**config.mk**
```make
export PLATFORM = sky130hd
export DESIGN_NAME = instr_encoder
export DESIGN_NICKNAME = d
export VERILOG_FILES = /design/src/rtl/instr_encoder.sv
export SDC_FILE = /design/constraint.sdc
export NUM_CORES = 1
export LEC_CHECK = 0
export ABC_AREA = 1
export BUFFER_PORTS_ARGS = -buffer_cell sky130_fd_sc_hd__buf_2
export CAP_MARGIN = 10
export CELL_PAD_IN_SITES_DETAIL_PLACEMENT = 1
export CELL_PAD_IN_SITES_GLOBAL_PLACEMENT = 1
export CORE_ASPECT_RATIO = 1.2
export CORE_MARGIN = 2
export CORE_UTILIZATION = 39
export CTS_BUF_LIST = sky130_fd_sc_hd__clkbuf_4
export CTS_CLUSTER_SIZE = 14
export DETAILED_ROUTE_END_ITERATION = 10
export MAX_ROUTING_LAYER = met4
export PLACE_DENSITY_LB_ADDON = 0.1
export SLEW_MARGIN = 20
export SYNTH_ARGS = -nofsm -noshare
export SYNTH_HDL_FRONTEND = slang
export SYNTH_SLANG_ARGS = --single-unit
```
**constraint.sdc**
```tcl
create_clock -name clk_i -period 2.8 [get_ports clk_i]
set_clock_uncertainty 0.1 [all_clocks]
set_input_delay 0.7 -clock clk_i [delete_from_list [all_inputs] [get_ports clk_i]]
set_output_delay 0.7 -clock clk_i [all_outputs]
set_load 0.005 [all_outputs]
```
**src/rtl/instr_encoder.sv**
```systemverilog
// instr_encoder: packs symbolic MIPS instruction requests into 32-bit words and streams
// them to instruction memory. Define INSTR_ENCODER_BRANCH_REL_EN to treat beq/bne imm as an absolute target.
module instr_encoder #(
    parameter int AW    = 5,
    parameter int DEPTH = 32
) (
    input  logic          clk_i,
    input  logic          rst_i,
    input  logic          flush_i,
    input  logic          req_valid_i,
    output logic          req_ready_o,
    input  logic [2:0]    kind_i,
    input  logic [5:0]    funct_i,
    input  logic [4:0]    rs_i,
    input  logic [4:0]    rt_i,
    input  logic [4:0]    rd_i,
    input  logic [4:0]    shamt_i,
    input  logic [15:0]   imm_i,
    output logic          mem_valid_o,
    input  logic          mem_ready_i,
    output logic [AW-1:0] mem_addr_o,
    output logic [31:0]   mem_data_o,
    output logic [AW:0]   count_o,
    output logic          full_o,
    output logic          err_o
);

    typedef enum logic [1:0] {
        ST_EMPTY = 2'd0,
        ST_HOLD  = 2'd1,
        ST_FULL  = 2'd2
    } state_e;

    typedef enum logic [2:0] {
        K_RALU = 3'd0,
        K_BEQ  = 3'd1,
        K_BNE  = 3'd2,
        K_ADDI = 3'd3,
        K_LUI  = 3'd4,
        K_ORI  = 3'd5,
        K_SLL  = 3'd6,
        K_SLLV = 3'd7
    } kind_e;

    localparam logic [AW:0] DEPTH_P = (AW+1)'(DEPTH);
    localparam logic [AW:0] ONE_P   = (AW+1)'(1);

    state_e        state_q, state_d;
    logic [AW:0]   issue_ptr_q, issue_ptr_d;
    logic [AW:0]   count_q, count_d;
    logic          err_q, err_d;
    logic          full_q, full_d;
    logic [AW-1:0] addr_q, addr_d;
    logic [31:0]   data_q, data_d;

    logic          accept;
    logic          drain;
    logic          legal;
    logic [15:0]   br_imm;
    logic [31:0]   enc_word;

    assign req_ready_o = !flush_i && !full_q && (state_q == ST_EMPTY || mem_ready_i);
    assign accept      = req_valid_i && req_ready_o;
    assign drain       = (state_q == ST_HOLD) && mem_ready_i;

    // Only the R-ALU kind can be illegal; every other kind has a fixed funct/opcode.
    assign legal = (kind_i != K_RALU) ||
                   (funct_i inside {6'h20, 6'h22, 6'h24, 6'h25, 6'h2A});

`ifdef INSTR_ENCODER_BRANCH_REL_EN
    // Branch offset is relative to the word after the branch itself.
    assign br_imm = imm_i - (16'(issue_ptr_q) + 16'd1);
`else
    assign br_imm = imm_i;
`endif

    always_comb begin
        // NOTE: a default on every path keeps this block free of inferred latches.
        enc_word = 32'h0;
        case (kind_e'(kind_i))
            K_RALU:  enc_word = {6'b000000, rs_i, rt_i, rd_i, 5'b00000, funct_i};
            K_SLL:   enc_word = {6'b000000, 5'b00000, rt_i, rd_i, shamt_i, 6'b000000};
            K_SLLV:  enc_word = {6'b000000, rs_i, rt_i, rd_i, 5'b00000, 6'b000100};
            K_BEQ:   enc_word = {6'b000100, rs_i, rt_i, br_imm};
            K_BNE:   enc_word = {6'b000101, rs_i, rt_i, br_imm};
            K_ADDI:  enc_word = {6'b001000, rs_i, rt_i, imm_i};
            K_LUI:   enc_word = {6'b001111, 5'b00000, rt_i, imm_i};
            K_ORI:   enc_word = {6'b001101, rs_i, rt_i, imm_i};
            default: enc_word = 32'h0;
        endcase
    end

    always_comb begin
        state_d     = state_q;
        issue_ptr_d = issue_ptr_q;
        count_d     = count_q;
        err_d       = err_q;
        addr_d      = addr_q;
        data_d      = data_q;

        if (flush_i) begin
            state_d     = ST_EMPTY;
            issue_ptr_d = '0;
            count_d     = '0;
            err_d       = 1'b0;
            addr_d      = '0;
            data_d      = '0;
        end else begin
            if (drain) begin
                count_d = count_q + ONE_P;
            end
            if (accept && !legal) begin
                err_d = 1'b1;
            end
            if (accept && legal) begin
                state_d     = ST_HOLD;
                addr_d      = issue_ptr_q[AW-1:0];
                data_d      = enc_word;
                issue_ptr_d = issue_ptr_q + ONE_P;
            end else if (drain) begin
                state_d = (issue_ptr_q == DEPTH_P) ? ST_FULL : ST_EMPTY;
            end
        end

        full_d = (issue_ptr_d == DEPTH_P);
    end

    always_ff @(posedge clk_i or negedge rst_i) begin
        if (!rst_i) begin
            state_q     <= ST_EMPTY;
            issue_ptr_q <= '0;
            count_q     <= '0;
            err_q       <= 1'b0;
            full_q      <= 1'b0;
            addr_q      <= '0;
            data_q      <= '0;
        end else begin
            // NOTE: non-blocking assignments so every register samples pre-edge values.
            state_q     <= state_d;
            issue_ptr_q <= issue_ptr_d;
            count_q     <= count_d;
            err_q       <= err_d;
            full_q      <= full_d;
            addr_q      <= addr_d;
            data_q      <= data_d;
        end
    end

    assign mem_valid_o = (state_q == ST_HOLD);
    assign mem_addr_o  = addr_q;
    assign mem_data_o  = data_q;
    assign count_o     = count_q;
    assign full_o      = full_q;
    assign err_o       = err_q;

endmodule

```
==> results of run 1 <==
[routing by layer]
| metal | routed length, um | part of all wire | GRT usage |
|---|---|---|---|
| met1 | 3130 | 0.44 | 0.2632 |
| met2 | 3647 | 0.51 | 0.3764 |
| met3 | 292 | 0.041 | 0.03571 |
| met4 | 53 | 0.0074 | 0.04240 |
| met5 | 0 | 0 | - |
[layout by cell type, fill, tap and decap left out, types with 3 or more instances in the layout]
cell type	count
buf_4	6
nand2_2	4
a21oi_1	7
mux2i_1	5
nor2_1	14
nor3_1	4
buf_2	94
nand2_1	74
dfrtp_1	51
xor2_1	4
inv_1	29
nand3_1	65
clkbuf_4	5
o21ai_0	27
ha_1	3
[state kept, by name, indices dropped and copies added (netlist names)]
| name | cells |
|---|---|
| mem_data_o | 30 |
| count_o | 6 |
| issue_ptr_q | 6 |
| mem_addr_o | 5 |
| state_q | 2 |
| err_o | 1 |
| full_o | 1 |
[critical path: cells and delay by family]
| family | cells | cell delay, ns |
|---|---|---|
| buffers and inverters | 3 | 0.28 |
| and+or+nand+nor | 1 | 0.12 |
| AOI/OAI and AO/OA | 1 | 0.14 |
[final cells by class]
| type | instances | area, sq um | area share |
|---|---|---|---|
| Timing Repair Buffer | 100 | 515.5 | 0.1621 |
| Sequential cell | 51 | 1276 | 0.4013 |
| Clock inverter | 2 | 37.54 | 0.01180 |
| Tap cell | 85 | 106.4 | 0.03344 |
| Multi-Input combinational cell | 219 | 1095 | 0.3442 |
| Inverter | 30 | 112.6 | 0.03541 |
| Clock buffer | 5 | 37.54 | 0.01180 |
[logic make-up after synthesis]
family,count (synthesis),share of synthesized area
other cells,1,0.001448
buf+inv,49,0.08599
xor+xnor,5,0.01691
mux,5,0.01932
fa+ha+maj,3,0.01449
flops,51,0.4928
simple gates,166,0.2918
compound gates,38,0.07730
[stage by stage]
step / util / instances / setup slack, ns / power [W]
3_5_place_dp: 0.4818 / 485 / 0.4248 / 0.001050
5_1_grt: 0.4934 / 492 / 0.6314 / 0.001531
6_report: 0.4934 / 492 / 0.7627 / 0.001454
4_1_cts: 0.4934 / 492 / 0.7587 / 0.001476
3_3_place_gp: 0.4818 / 485 / 0.4824 / 0.001043
2_1_floorplan: - / 319 / 1.000 / 0.0009307
[worst max-delay path by stage]
stage                      startpoint             end  slack, ns  cells after the start
after floorplan           mem_ready_i     req_ready_o       1.00                      3
after global placement      kind_i[1]   mem_data_o[0]       0.48                      8
after detailed placement    kind_i[1]      state_q[1]       0.42                      7
after CTS                 mem_ready_i     req_ready_o       0.76                      5
after global routing          flush_i  mem_data_o[29]       0.63                      9
final                     mem_ready_i     req_ready_o       0.76                      5
[report_power, final]
part           leakage (nW)  switching (W)  total [W]  internal, W
Clock                0.0373       0.000240   0.000423     0.000183
Combinational          1.13       0.000140   0.000234    0.0000943
Sequential            0.695      0.0000233   0.000796     0.000773
Total                  1.86       0.000403    0.00145      0.00105
==> impl_results.md, run 1 <==
- Outcome: completed
- Post-route ant nets: 0
- Grt total ovfl: 0
- All-layer global routing usage: 0.2147
- Die width: 78.39 um
- Register area share after synthesis: 0.4928
- Ys flop type: dfrtp_1
- Tmin final: 2.037 ns
- Area Overhead vs Synth: 22.80%
- Capture point of the worst reg-to-reg path: mem_data_o[28]
- Yosys cell types: 29
- Most instantiated cells after synthesis: 74 x nand2_1, 65 x nand3_1, 51 x dfrtp_1
- Critical path's largest stage delay: 0.14 ns
- Unrepaired setup endpoints after global routing: false
- Max Clk Rate: 490.8 MHz
- Initial core utilization: 0.4018
- Setup TNS: 0 ns
- Pwr Density: 457.2 mW/mm^2
- Share of layout cells above drive strength 1: 0.2875
- Tightest Pin Transition: 0.6595 ns
- Initial DRC count: 98
- N_diodes: 0
- Vias in the first global route: 2,476
- Worst slew margin: 0.5603
- Clock sinks: 51
- Fin. Hold Viols: 0
- EDFF count, synth: 0
- TritonCTS clock tree: built
- Max-cap viol count: 0
- Via count: 2,411
- Worst flop-to-flop path startpoint: state_q[1]
- LEAKAGE: 1.862 nW
- Share of the synthesized area in the top cell type: 0.4928
- CP Cell Sequence: buf_2, o21bai_1, nand2_1, inv_1, buf_2
- CP Max Fanout: 2
- Max H-tree Level: 2
- Final Setup Violations: 0
- Post-CTS setup buffers: 0
- Worst Hold Class: in2async
- Worst r2r path cells: 8
- Bufs on Longest Clock Path: 2
- Final Cycle Share: 0.7276
- WL/cell: 14.48 um
- Hold slack: 0.3227 ns
- Fraction of registers with async set/reset: 1.000
- Maximum vdd drop: 0.2056 mV
- Mapped Cells: 318
- Synth Area per Inst: 8.145 sq um
- Max-slew violations: 0
- Hold_buf cts: 0
- Most frequent cell after synthesis: nand2_1
- Resized Gates After CTS: 0
- Cells taking the most area after synthesis: dfrtp_1 49%, nand3_1 13%, nand2_1 11%
- Area after DPL: 0.003105 sq mm
- Root Buffer: clkbuf_4
- CP max-delay cell: o21bai_1
- First-pass GRT wire length: 12,090 um
- Fin area: 0.003181 sq mm
- Drt total wl: 7123 um
- DR pass1 iterations: 4
- Required time worst endpoint: 2.00 ns
- Via/cell ratio: 4.900
- Die area: 0.007311 sq mm
- # fillers: 852
- Io pins: 97
- Die H: 93.27 um
- # DRC: 0
- Largest net degree at the start of global routing: 52
- Synth Warn #: 0
- Arr. time, crit path: 1.24 ns
- GPL Wtd Cong: 0.8008
- Cell taking the most area after synthesis: dfrtp_1
- Num CTS Buffers: 5
- Worst skew pair latency: 0.36 ns
- FF-to-FF setup slack: 0.88 ns
- Startpoint Class: input pin
- Core footprint: 0.006446 sq mm
- Post-Syn Area: 0.002590 sq mm
- Cell row count: 32
- CTS clk-pin slew, worst paths: 0.15 ns
- Hpwl dp: 5356 um
- Initial antenna violation count: 0
- CP Capture Type: output pin
- CP most frequent cell: buf_2
- I/O Buffers: 94
- FF+latch count, synth: 51
- Layout Nets: 460
- WS Path Type: in2out
No activity file was read; power rests on OpenSTA's default activity.
==> run 2: changes to the inputs <==
--- a/config.mk
+++ b/config.mk
@@ -12,7 +12,7 @@
 export CELL_PAD_IN_SITES_GLOBAL_PLACEMENT = 1
 export CORE_ASPECT_RATIO = 1.2
 export CORE_MARGIN = 2
-export CORE_UTILIZATION = 39
+export CORE_UTILIZATION = 36
 export CTS_BUF_LIST = sky130_fd_sc_hd__clkbuf_4
 export CTS_CLUSTER_SIZE = 14
 export DETAILED_ROUTE_END_ITERATION = 10
==> constraint.sdc (replaced) <==
create_clock -name clk_i -period 2.1 [get_ports clk_i]
set_clock_uncertainty 0.1 [all_clocks]
set_input_delay 0.525 -clock clk_i [delete_from_list [all_inputs] [get_ports clk_i]]
set_output_delay 0.525 -clock clk_i [all_outputs]
set_load 0.005 [all_outputs]
==> run 2 against run 1 <==
  * Sequential cell count did not move
  * Total power rose by 28%
  * Worst hold slack got worse by 0.084 ns
  * Routed wire length rose by 3.0%
  * Critical path depth fell by 1
  * Non-clock buffer count rose by 9
  * Die area rose by 7.9%
  * First-iteration DRC count fell by 29%
  * Highest routed layer unchanged
==> impl_results.md, run 2 (synthesized netlist as in run 1, its figures left out) <==
- CP Capture Type: output pin (unchanged)
- Pwr Density: 569.5 mW/mm^2 (was 457.2 mW/mm^2)
- TritonCTS clock tree: built (unchanged)
- Root Buffer: clkbuf_4 (unchanged)
- Layout Nets: 469 (was 460)
- Fin. Hold Viols: 0 (unchanged)
- Max reg flops: 30 (unchanged)
- Initial core utilization: 0.3756 (was 0.4018)
- Worst Hold Class: in2reg (was in2async)
- Resized Gates After CTS: 0 (unchanged)
- Io pins: 97 (unchanged)
- Vias in the first global route: 2,645 (was 2,476)
- Die area: 0.007892 sq mm (was 0.007311 sq mm)
- Clock sinks: 51 (unchanged)
- Initial DRC count: 70 (was 98)
- Final Setup Violations: 0 (unchanged)
- Post-CTS setup buffers: 0 (unchanged)
- Required time worst endpoint: 1.47 ns (was 2.00 ns)
- Worst flop-to-flop path startpoint: state_q[1] (unchanged)
- Maximum vdd drop: 0.2359 mV (was 0.2056 mV)
- Die width: 81.43 um (was 78.39 um)
- DR pass1 iterations: 4 (unchanged)
- Leading cell type in the layout, fill and taps excluded: buf_2 (unchanged)
- Tmin final: 1.887 ns
- Most frequent cells in the layout: 94 x buf_2, 74 x nand2_1, 65 x nand3_1, 51 x dfrtp_1, 29 x inv_1 (unchanged)
- WL/cell: 14.55 um (was 14.48 um)
- # fillers: 899 (was 852)
- Critical path's largest stage delay: 0.44 ns (was 0.14 ns)
- Sequential Area: 0.001276 sq mm (unchanged)
- Drt total wl: 7335 um (was 7123 um)
- Max H-tree Level: 2 (unchanged)
- Hold_buf cts: 1 (was 0)
- Num CTS Buffers: 5 (unchanged)
- First-pass GRT wire length: 12,360 um (was 12,090 um)
- Worst Setup Slack, final: 0.2128 ns (was 0.7627 ns)
- Max Clk Rate: 529.9 MHz
- Post-layout util: 0.4729 (was 0.4934)
- Core footprint: 0.006895 sq mm (was 0.006446 sq mm)
- Hold slack: 0.2387 ns (was 0.3227 ns)
- Startpoint Class: flip-flop (was input pin)
- CP max-delay cell: dfrtp_1 (was o21bai_1)
- Worst path bufs/invs: 2 (was 3)
- Max-slew violations: 0 (unchanged)
- N_diodes: 0 (unchanged)
- Initial antenna violation count: 0 (unchanged)
- Via count: 2,496 (was 2,411)
- FF-to-FF setup slack: 0.28 ns (was 0.88 ns)
- Unrepaired setup endpoints after global routing: false (unchanged)
- Final Cycle Share: 0.8987
- Max-cap viol count: 0 (unchanged)
- Post-Layout Cell Count: 504 (was 492)
- Worst setup path startpoint: state_q[1] (was mem_ready_i)
- Setup TNS: 0 ns (unchanged)
- Outcome: completed (unchanged)
- Area Overhead vs Synth: 25.89% (was 22.80%)
- Arr. time, crit path: 1.26 ns (was 1.24 ns)
- Hpwl dp: 5686 um (was 5356 um)
- Largest net degree at the start of global routing: 25 (was 52)
- Min-delay src: rt_i[0]
- # DRC: 0 (unchanged)
- Multi-input combinational cell area: 0.001095 sq mm (unchanged)
- Via/cell ratio: 4.952 (was 4.900)
- WS Path Type: reg2out (was in2out)
- I/O Buffers: 94 (unchanged)
- Top delay family on crit path: flip-flops (was buffers and inverters)
- Grt total ovfl: 0 (unchanged)
- Post-route ant nets: 0 (unchanged)
- Place WS: 0.08732 ns (was 0.4248 ns)
- Share of layout cells above drive strength 1: 0.2998 (was 0.2875)
- CTS clk-pin slew, worst paths: 0.15 ns (about the same)
- Bufs on Longest Clock Path: 2 (unchanged)
- Worst skew pair latency: 0.38 ns (was 0.36 ns)
- CP Cell Sequence: o21bai_1, nand2_1, inv_1, buf_2 (was buf_2, o21bai_1, nand2_1, inv_1, buf_2)
- GPL Wtd Cong: 0.7590 (was 0.8008)
- Cell row count: 33 (was 32)
- Die H: 96.92 um (was 93.27 um)
- All-layer global routing usage: 0.2054 (was 0.2147)
- Dpl cells: 495 (was 485)
- LEAKAGE: 1.905 nW (was 1.862 nW)
- CP Max Fanout: 3 (was 2)
-- run 2: report_power, final --
part           switching (W)  total [W]  internal (W)
registers          0.0000310    0.00106       0.00103
clock network       0.000331   0.000460      0.000129
logic               0.000192   0.000335      0.000142
total               0.000554    0.00186       0.00130
-- run 2: routing by layer --
layer,vias up,GRT usage,part of all wire
met5,-,-,0
met4,0,0.06128,0.013
met3,7,0.03731,0.046
met2,61,0.3392,0.51
met1,1203,0.2527,0.44
li1,1225,-,-
-- run 2: stage by stage --
stage          total power (W)  area, sq um
4_1_cts               0.001891         3261
5_1_grt               0.001969         3261
3_3_place_gp          0.001414         3193
6_report              0.001857         3261
3_5_place_dp          0.001421         3193
2_1_floorplan         0.001241         2594
-- run 2: worst paths after layout --
check                                 end  depth (start not counted)
setup reg to reg           mem_data_o[28]                          8
hold reg to reg            mem_data_o[17]                          2
max in group asynchronous  mem_data_o[26]                          3
min in group asynchronous      count_o[5]                          2
hold / removal             mem_data_o[16]                          3
setup / recovery              req_ready_o                          4
-- run 2: cell type report --
cell class / instances / area share
sequential: 51 / 0.3914
multi-input combinational: 219 / 0.3358
timing repair buffer: 109 / 0.1873
inverter: 30 / 0.03454
tap: 87 / 0.03338
clock buffer: 5 / 0.01151
clock inverter: 3 / 0.006140
-- run 2: tightest hold or removal path, cell delays in order --
cell	delay [ns]
buf_2	0.07
nand2_1	0.04
nand2_1	0.06
